==> src/rtl/mandel_frame_scheduler.sv <==
// Raster-order frame sequencer: feeds per-pixel coordinates to the Mandelbrot core and writes colours.
// Optional MANDEL_SCHED_ABORT_EN: frame_start during a running frame restarts it with the new viewport.
module mandel_frame_scheduler #(
   parameter int unsigned FB_W   = 320,
   parameter int unsigned FB_H   = 240,
   parameter int unsigned FRAC   = 22,
   parameter int unsigned ADDR_W = 17
) (
   input  logic                clk,
   input  logic                rst,
   input  logic                frame_start,
   input  logic signed [24:0]  x0_q,
   input  logic signed [24:0]  y0_q,
   input  logic signed [24:0]  step_q,
   output logic                core_start,
   output logic signed [24:0]  core_cx,
   output logic signed [24:0]  core_cy,
   input  logic                core_busy,
   input  logic                core_done,
   input  logic [11:0]         core_rgb,
   output logic                fb_we,
   output logic [ADDR_W-1:0]   fb_addr,
   output logic [11:0]         fb_wdata,
   input  logic                fb_ready,
   output logic                frame_busy,
   output logic                frame_done
);

   localparam int unsigned XW = $clog2(FB_W);
   localparam int unsigned YW = $clog2(FB_H);
   localparam logic [XW-1:0] X_LAST = XW'(FB_W - 1);
   localparam logic [YW-1:0] Y_LAST = YW'(FB_H - 1);

   if (FRAC == 0 || FRAC > 24 || FB_W < 2 || FB_H < 2 ||
       FB_W * FB_H > (1 << ADDR_W)) begin : g_bad_cfg
      $error("mandel_frame_scheduler: unsupported parameter combination");
   end

   typedef enum logic [1:0] {StIdle, StIssue, StWait, StWrite} state_e;

   state_e              state_q, state_d;
   logic [XW-1:0]       x_q, x_d;
   logic [YW-1:0]       y_q, y_d;
   logic [ADDR_W-1:0]   addr_q, addr_d;
   logic signed [24:0]  cx_q, cx_d;
   logic signed [24:0]  cy_q, cy_d;
   logic signed [24:0]  orig_x_q, orig_x_d;
   logic signed [24:0]  pitch_q, pitch_d;
   logic [11:0]         wdata_q, wdata_d;
   logic                busy_q, busy_d;
   logic                done_q, done_d;
   logic                load;

   always_ff @(posedge clk) begin
      if (rst) begin
         state_q  <= StIdle;
         x_q      <= '0;
         y_q      <= '0;
         addr_q   <= '0;
         cx_q     <= '0;
         cy_q     <= '0;
         orig_x_q <= '0;
         pitch_q  <= '0;
         wdata_q  <= '0;
         busy_q   <= 1'b0;
         done_q   <= 1'b0;
      end else begin
         state_q  <= state_d;
         x_q      <= x_d;
         y_q      <= y_d;
         addr_q   <= addr_d;
         cx_q     <= cx_d;
         cy_q     <= cy_d;
         orig_x_q <= orig_x_d;
         pitch_q  <= pitch_d;
         wdata_q  <= wdata_d;
         busy_q   <= busy_d;
         done_q   <= done_d;
      end
   end

   always_comb begin
      state_d    = state_q;
      x_d        = x_q;
      y_d        = y_q;
      addr_d     = addr_q;
      cx_d       = cx_q;
      cy_d       = cy_q;
      orig_x_d   = orig_x_q;
      pitch_d    = pitch_q;
      wdata_d    = wdata_q;
      busy_d     = busy_q;
      done_d     = 1'b0;
      core_start = 1'b0;
      load       = 1'b0;

      unique case (state_q)
         StIdle: begin
            if (frame_start) load = 1'b1;
         end
         StIssue: begin
            if (!core_busy) begin
               core_start = 1'b1;
               state_d    = StWait;
            end
         end
         StWait: begin
            if (core_done) begin
               wdata_d = core_rgb;
               state_d = StWrite;
            end
         end
         StWrite: begin
            if (fb_ready) begin
               if (x_q == X_LAST && y_q == Y_LAST) begin
                  done_d  = 1'b1;
                  busy_d  = 1'b0;
                  state_d = StIdle;
               end else begin
                  state_d = StIssue;
                  addr_d  = addr_q + ADDR_W'(1);
                  if (x_q != X_LAST) begin
                     x_d  = x_q + XW'(1);
                     cx_d = cx_q + pitch_q;
                  end else begin
                     // Imaginary axis runs downward: next row is one pitch lower.
                     x_d  = '0;
                     y_d  = y_q + YW'(1);
                     cx_d = orig_x_q;
                     cy_d = cy_q - pitch_q;
                  end
               end
            end
         end
         default: state_d = StIdle;
      endcase

`ifdef MANDEL_SCHED_ABORT_EN
      // Abort wins over everything else in flight; ISSUE then waits for the core to drain.
      if (frame_start && busy_q) begin
         load       = 1'b1;
         core_start = 1'b0;
         done_d     = 1'b0;
      end
`endif

      if (load) begin
         orig_x_d = x0_q;
         pitch_d  = step_q;
         x_d      = '0;
         y_d      = '0;
         addr_d   = '0;
         cx_d     = x0_q;
         cy_d     = y0_q;
         busy_d   = 1'b1;
         state_d  = StIssue;
      end
   end

   assign core_cx    = cx_q;
   assign core_cy    = cy_q;
   assign fb_we      = (state_q == StWrite);
   assign fb_addr    = addr_q;
   assign fb_wdata   = wdata_q;
   assign frame_busy = busy_q;
   assign frame_done = done_q;

endmodule

==> config.mk <==
export PLATFORM = sky130hd
export DESIGN_NAME = mandel_frame_scheduler
export DESIGN_NICKNAME = d
export VERILOG_FILES = /design/src/rtl/mandel_frame_scheduler.sv
export SDC_FILE = /design/constraint.sdc
export NUM_CORES = 1
export LEC_CHECK = 0
export CAP_MARGIN = 0
export CORE_MARGIN = 4
export CORE_UTILIZATION = 53
export CTS_CLUSTER_DIAMETER = 150
export DETAILED_ROUTE_END_ITERATION = 10
export PLACE_DENSITY_LB_ADDON = 0.1
export SYNTH_ARGS = -nofsm -noshare
export SYNTH_HDL_FRONTEND = slang
export SYNTH_SLANG_ARGS = --single-unit
==> constraint.sdc <==
create_clock -name clk -period 3.6 [get_ports clk]
set_clock_uncertainty 0.15 [all_clocks]
set_input_delay 0.72 -clock clk [delete_from_list [all_inputs] [get_ports clk]]
set_output_delay 0.72 -clock clk [all_outputs]
set_load 0.05 [all_outputs]
==> results.py <==
metrics = {
    "synthesis": {
        "syn_nets": 1339,
        "yosysWarnings": 0,
        "synth_top_family_by_area": "compound AO/OA/AOI/OAI gates",
        "synth_edf_count": 0,
        "synth_mux_area_frac": 0.00665,
        "synth-simple-area-share": 0.228,
        "synth_compound_area_frac": 0.247,
        "synth_ff_type": "dfxtp_1",
        "yosysTopAreaCell": "dfxtp_1",
        "seq_area_frac_synth": 0.332,
        "synth.distinct_cells": 72,
        "synth_xor_area_frac": 0.0514,
        "synthAdderAreaFrac": 0.0834,
        "netlist_area_um2": 9040,
        "async_flop_share": 0,
        "yosysTopAreaCellShare": 0.332,
        "synth_seq_cells": 150,
        "syn_inst": 1187,
        "yosys-top-cells-area": "dfxtp_1 (33%), nand2_1 (9.0%), a21oi_1 (8.1%)",
        "synth_area_per_cell_um2": 7.61,
    },
    "clocking": {
        "post_cts_buffers": 0,
        "clk_path_buf_depth": 2,
        "path_clk_slew_ns": 0.06,
        "numCtsBuffers": 17,
        "clock_latency_ns": 0.43,
        "hold_buffers": 0,
        "cts-root-buf": "clkbuf_16",
        "cts.repair.resized": 0,
        "htreeDepth": 4,
        "cts.sinks": 150,
        "cts_tree": "done",
    },
    "grt": {
        "grt_use_total": 0.270,
        "grt_max_degree": 62,
        "antenna_found_initial": 0,
        "grt_pass1_vias": 8663,
        "grt-ovfl-total": 0,
        "grt_pass1_wl_um": 43000,
    },
    "power": {
        "switching_share": 0.422,
        "power_uw": 7760,
        "p_int_uw": 4490,
        "vdd_ir_drop_max_mv": 0.423,
        "switchingPower_uw": 3270,
        "p_leak_uw": 0.00458,
        "pwr-share-comb": 0.473,
        "power_frac_clock": 0.246,
        "pwr-share-seq": 0.281,
        "power_density_nw_per_um2": 672,
    },
    "timing": {
        "post-route-min-period_ns": 2.98,
        "fmax_mhz": 336,
        "grt_setup_unrepaired": "no",
        "slew_violations": 0,
        "hold_viol": 0,
        "hold_slack_ns": 0.302,
        "worst_pin_slew_ns": 0.547,
        "relSlewSlack": 0.633,
        "setup_viol": 0,
        "min_period_over_period": 0.827,
        "finalSetupTns_ns": 0,
    },
    "worst_setup_path": {
        "crit_arrival_ns": 3.17,
        "worstSetupPathType": "reg2reg",
        "cp.required_ns": 3.80,
        "crit_chain": "ha_1 -> a21o_1 -> a21oi_1 -> a21boi_0 -> o31ai_1 -> nand2_1 -> a311o_1 -> a211oi_2",
        "worstSetupStartpoint": "pitch_q[3]",
        "slowest_delay_ns": 0.49,
        "startpoint_type": "flop",
        "cp-end-kind": "flop",
        "critPathSlowestCell": "o31ai_1",
        "crit_fanout": 5,
        "worstReg2RegStart": "pitch_q[3]",
        "crit_buf_inv": 0,
        "cpLargestDelayFamily": "compound AO/OA/AOI/OAI gates",
    },
    "min_path": {
        "hp-start": "orig_x_q[24]",
        "hold_class": "reg2reg",
    },
    "cells_and_area": {
        "drive_gt1_frac": 0.0515,
        "syn2layout_area_growth_pct": 27.9,
        "fillCellCount": 1430,
        "diodes": 0,
        "fin_util": 0.694,
        "nets": 1480,
    },
    "floorplan": {
        "core_um2": 16600,
        "rows": 47,
        "die_area_um2": 19200,
        "pin_count": 176,
        "floorplan.initialDensity": 0.543,
        "die_x_um": 139,
        "die_h_um": 139,
    },
    "route": {
        "drc": 0,
        "wl_per_cell_um": 17.2,
        "finalWirelength_um": 26800,
        "dr.first_iter.drc_count": 586,
        "via_count": 9143,
        "vias_per_cell": 5.86,
        "ant_nets": 0,
        "drtPass1Iterations": 5,
    },
    "place": {
        "io_buffers": 175,
        "gp_congestion": 0.940,
        "dp.final_hpwl_um": 19500,
    },
    "flow_run": {
        "cap_violations": 0,
    },
    "run_status": {
        "status": "completed",
    },
}
==> synth_stat cells (5+ instances only) <==
master and count:
a211o_1 8, a211oi_1 13, a21o_1 30, a21oi_1 146, a311oi_1 9, a31oi_1 15
and3_1 18, buf_1 9, buf_2 9, clkbuf_1 46, dfxtp_1 150, ha_1 57
inv_1 50, mux2i_1 6, nand2_1 217, nand3_1 37, nand4_1 12, nor2_1 101
nor2b_1 5, nor3_1 25, o211ai_1 22, o21ai_0 50, o22ai_1 7, o31ai_1 6
or3_1 12, xnor2_1 27, xor2_1 26
==> logic make-up (layout without fill, tap and decap cells) <==
group,after synthesis,count (layout)
adder cells (fa/ha/maj),59,59
XOR/XNOR,53,53
AO/OA/AOI/OAI,350,350
flip-flops,150,150
multiplexers,6,6
AND/OR/NAND/NOR,453,453
buffers and inverters,116,270
==> final timing paths <==
kind	to	slack (ns)	cells past startpoint
min reg2reg	orig_x_q[24]	0.30	2
min	orig_x_q[24]	0.30	2
max reg2reg	core_cx[17]	0.62	8
max	core_cx[17]	0.62	8
==> cell usage in the layout, fill, tap and decap left out, drive strengths merged, types with 16 or more instances in the layout <==
cell / instances
inv: 50
xor2: 26
ha: 57
a21oi: 147
o211ai: 23
clkdlybuf4s50: 174
nor2: 101
a31oi: 16
nand3: 38
dfxtp: 150
and3: 19
o21ai: 50
nor3: 27
a21o: 31
nand2: 217
xnor2: 27
clkbuf: 21
==> power by group through the flow <==
| stage | sequential, uW | clock, uW | combinational (uW) |
|---|---|---|---|
| 2_1_floorplan | 2630 | 0 | 2160 |
| 3_3_place_gp | 2210 | 0 | 3590 |
| 3_5_place_dp | 2210 | 0 | 3610 |
| 4_1_cts | 2180 | 1930 | 3650 |
| 5_1_grt | 2210 | 2010 | 4000 |
| 6_report | 2180 | 1910 | 3670 |
==> registers in the layout (all words and copies together) (netlist names) <==
register / flops
frame_done: 1
state_q: 2
y_q: 8
x_q: 9
frame_busy: 1
fb_addr: 17
core_cy: 25
core_cx: 25
fb_wdata: 12
orig_x_q: 25
pitch_q: 25
==> worst reg2reg max path: cells and delay by family, from the launching register on <==
family,cells,cell delay (ns)
AO/OA/AOI/OAI,6,1.82
adder cells (fa/ha/maj),1,0.34
flip-flops,1,0.44
AND/OR/NAND/NOR,1,0.17
==> routing by layer <==
metal | vias to the layer above | track usage | wire [um]
met4 | 0 | 0.129 | 1140
met1 | 4249 | 0.325 | 11200
li1 | 4489 | - | -
met2 | 334 | 0.445 | 12500
met5 | - | 0 | 0
met3 | 71 | 0.0759 | 1940
==> stage by stage <==
stage / setup WS, ns / cell area (um2) / instances
after global placement: 0.528 / 10900 / 1529
after floorplan: 0.798 / 9040 / 1187
after CTS: 0.663 / 11600 / 1561
after global routing: 0.447 / 11600 / 1561
after detailed placement: 0.484 / 10900 / 1529
final: 0.623 / 11600 / 1561
==> cell type report <==
| cell class | count | area [um2] | area share |
|---|---|---|---|
| Multi-Input combinational cell | 921 | 5580 | 0.483 |
| Sequential cell | 150 | 3000 | 0.260 |
| Timing Repair Buffer | 188 | 1870 | 0.162 |
| Clock buffer | 21 | 460 | 0.0398 |
| Tap cell | 220 | 275 | 0.0238 |
| Inverter | 50 | 188 | 0.0162 |
| Clock inverter | 11 | 174 | 0.0150 |
Note: power is estimated with default switching activity, not from simulation.
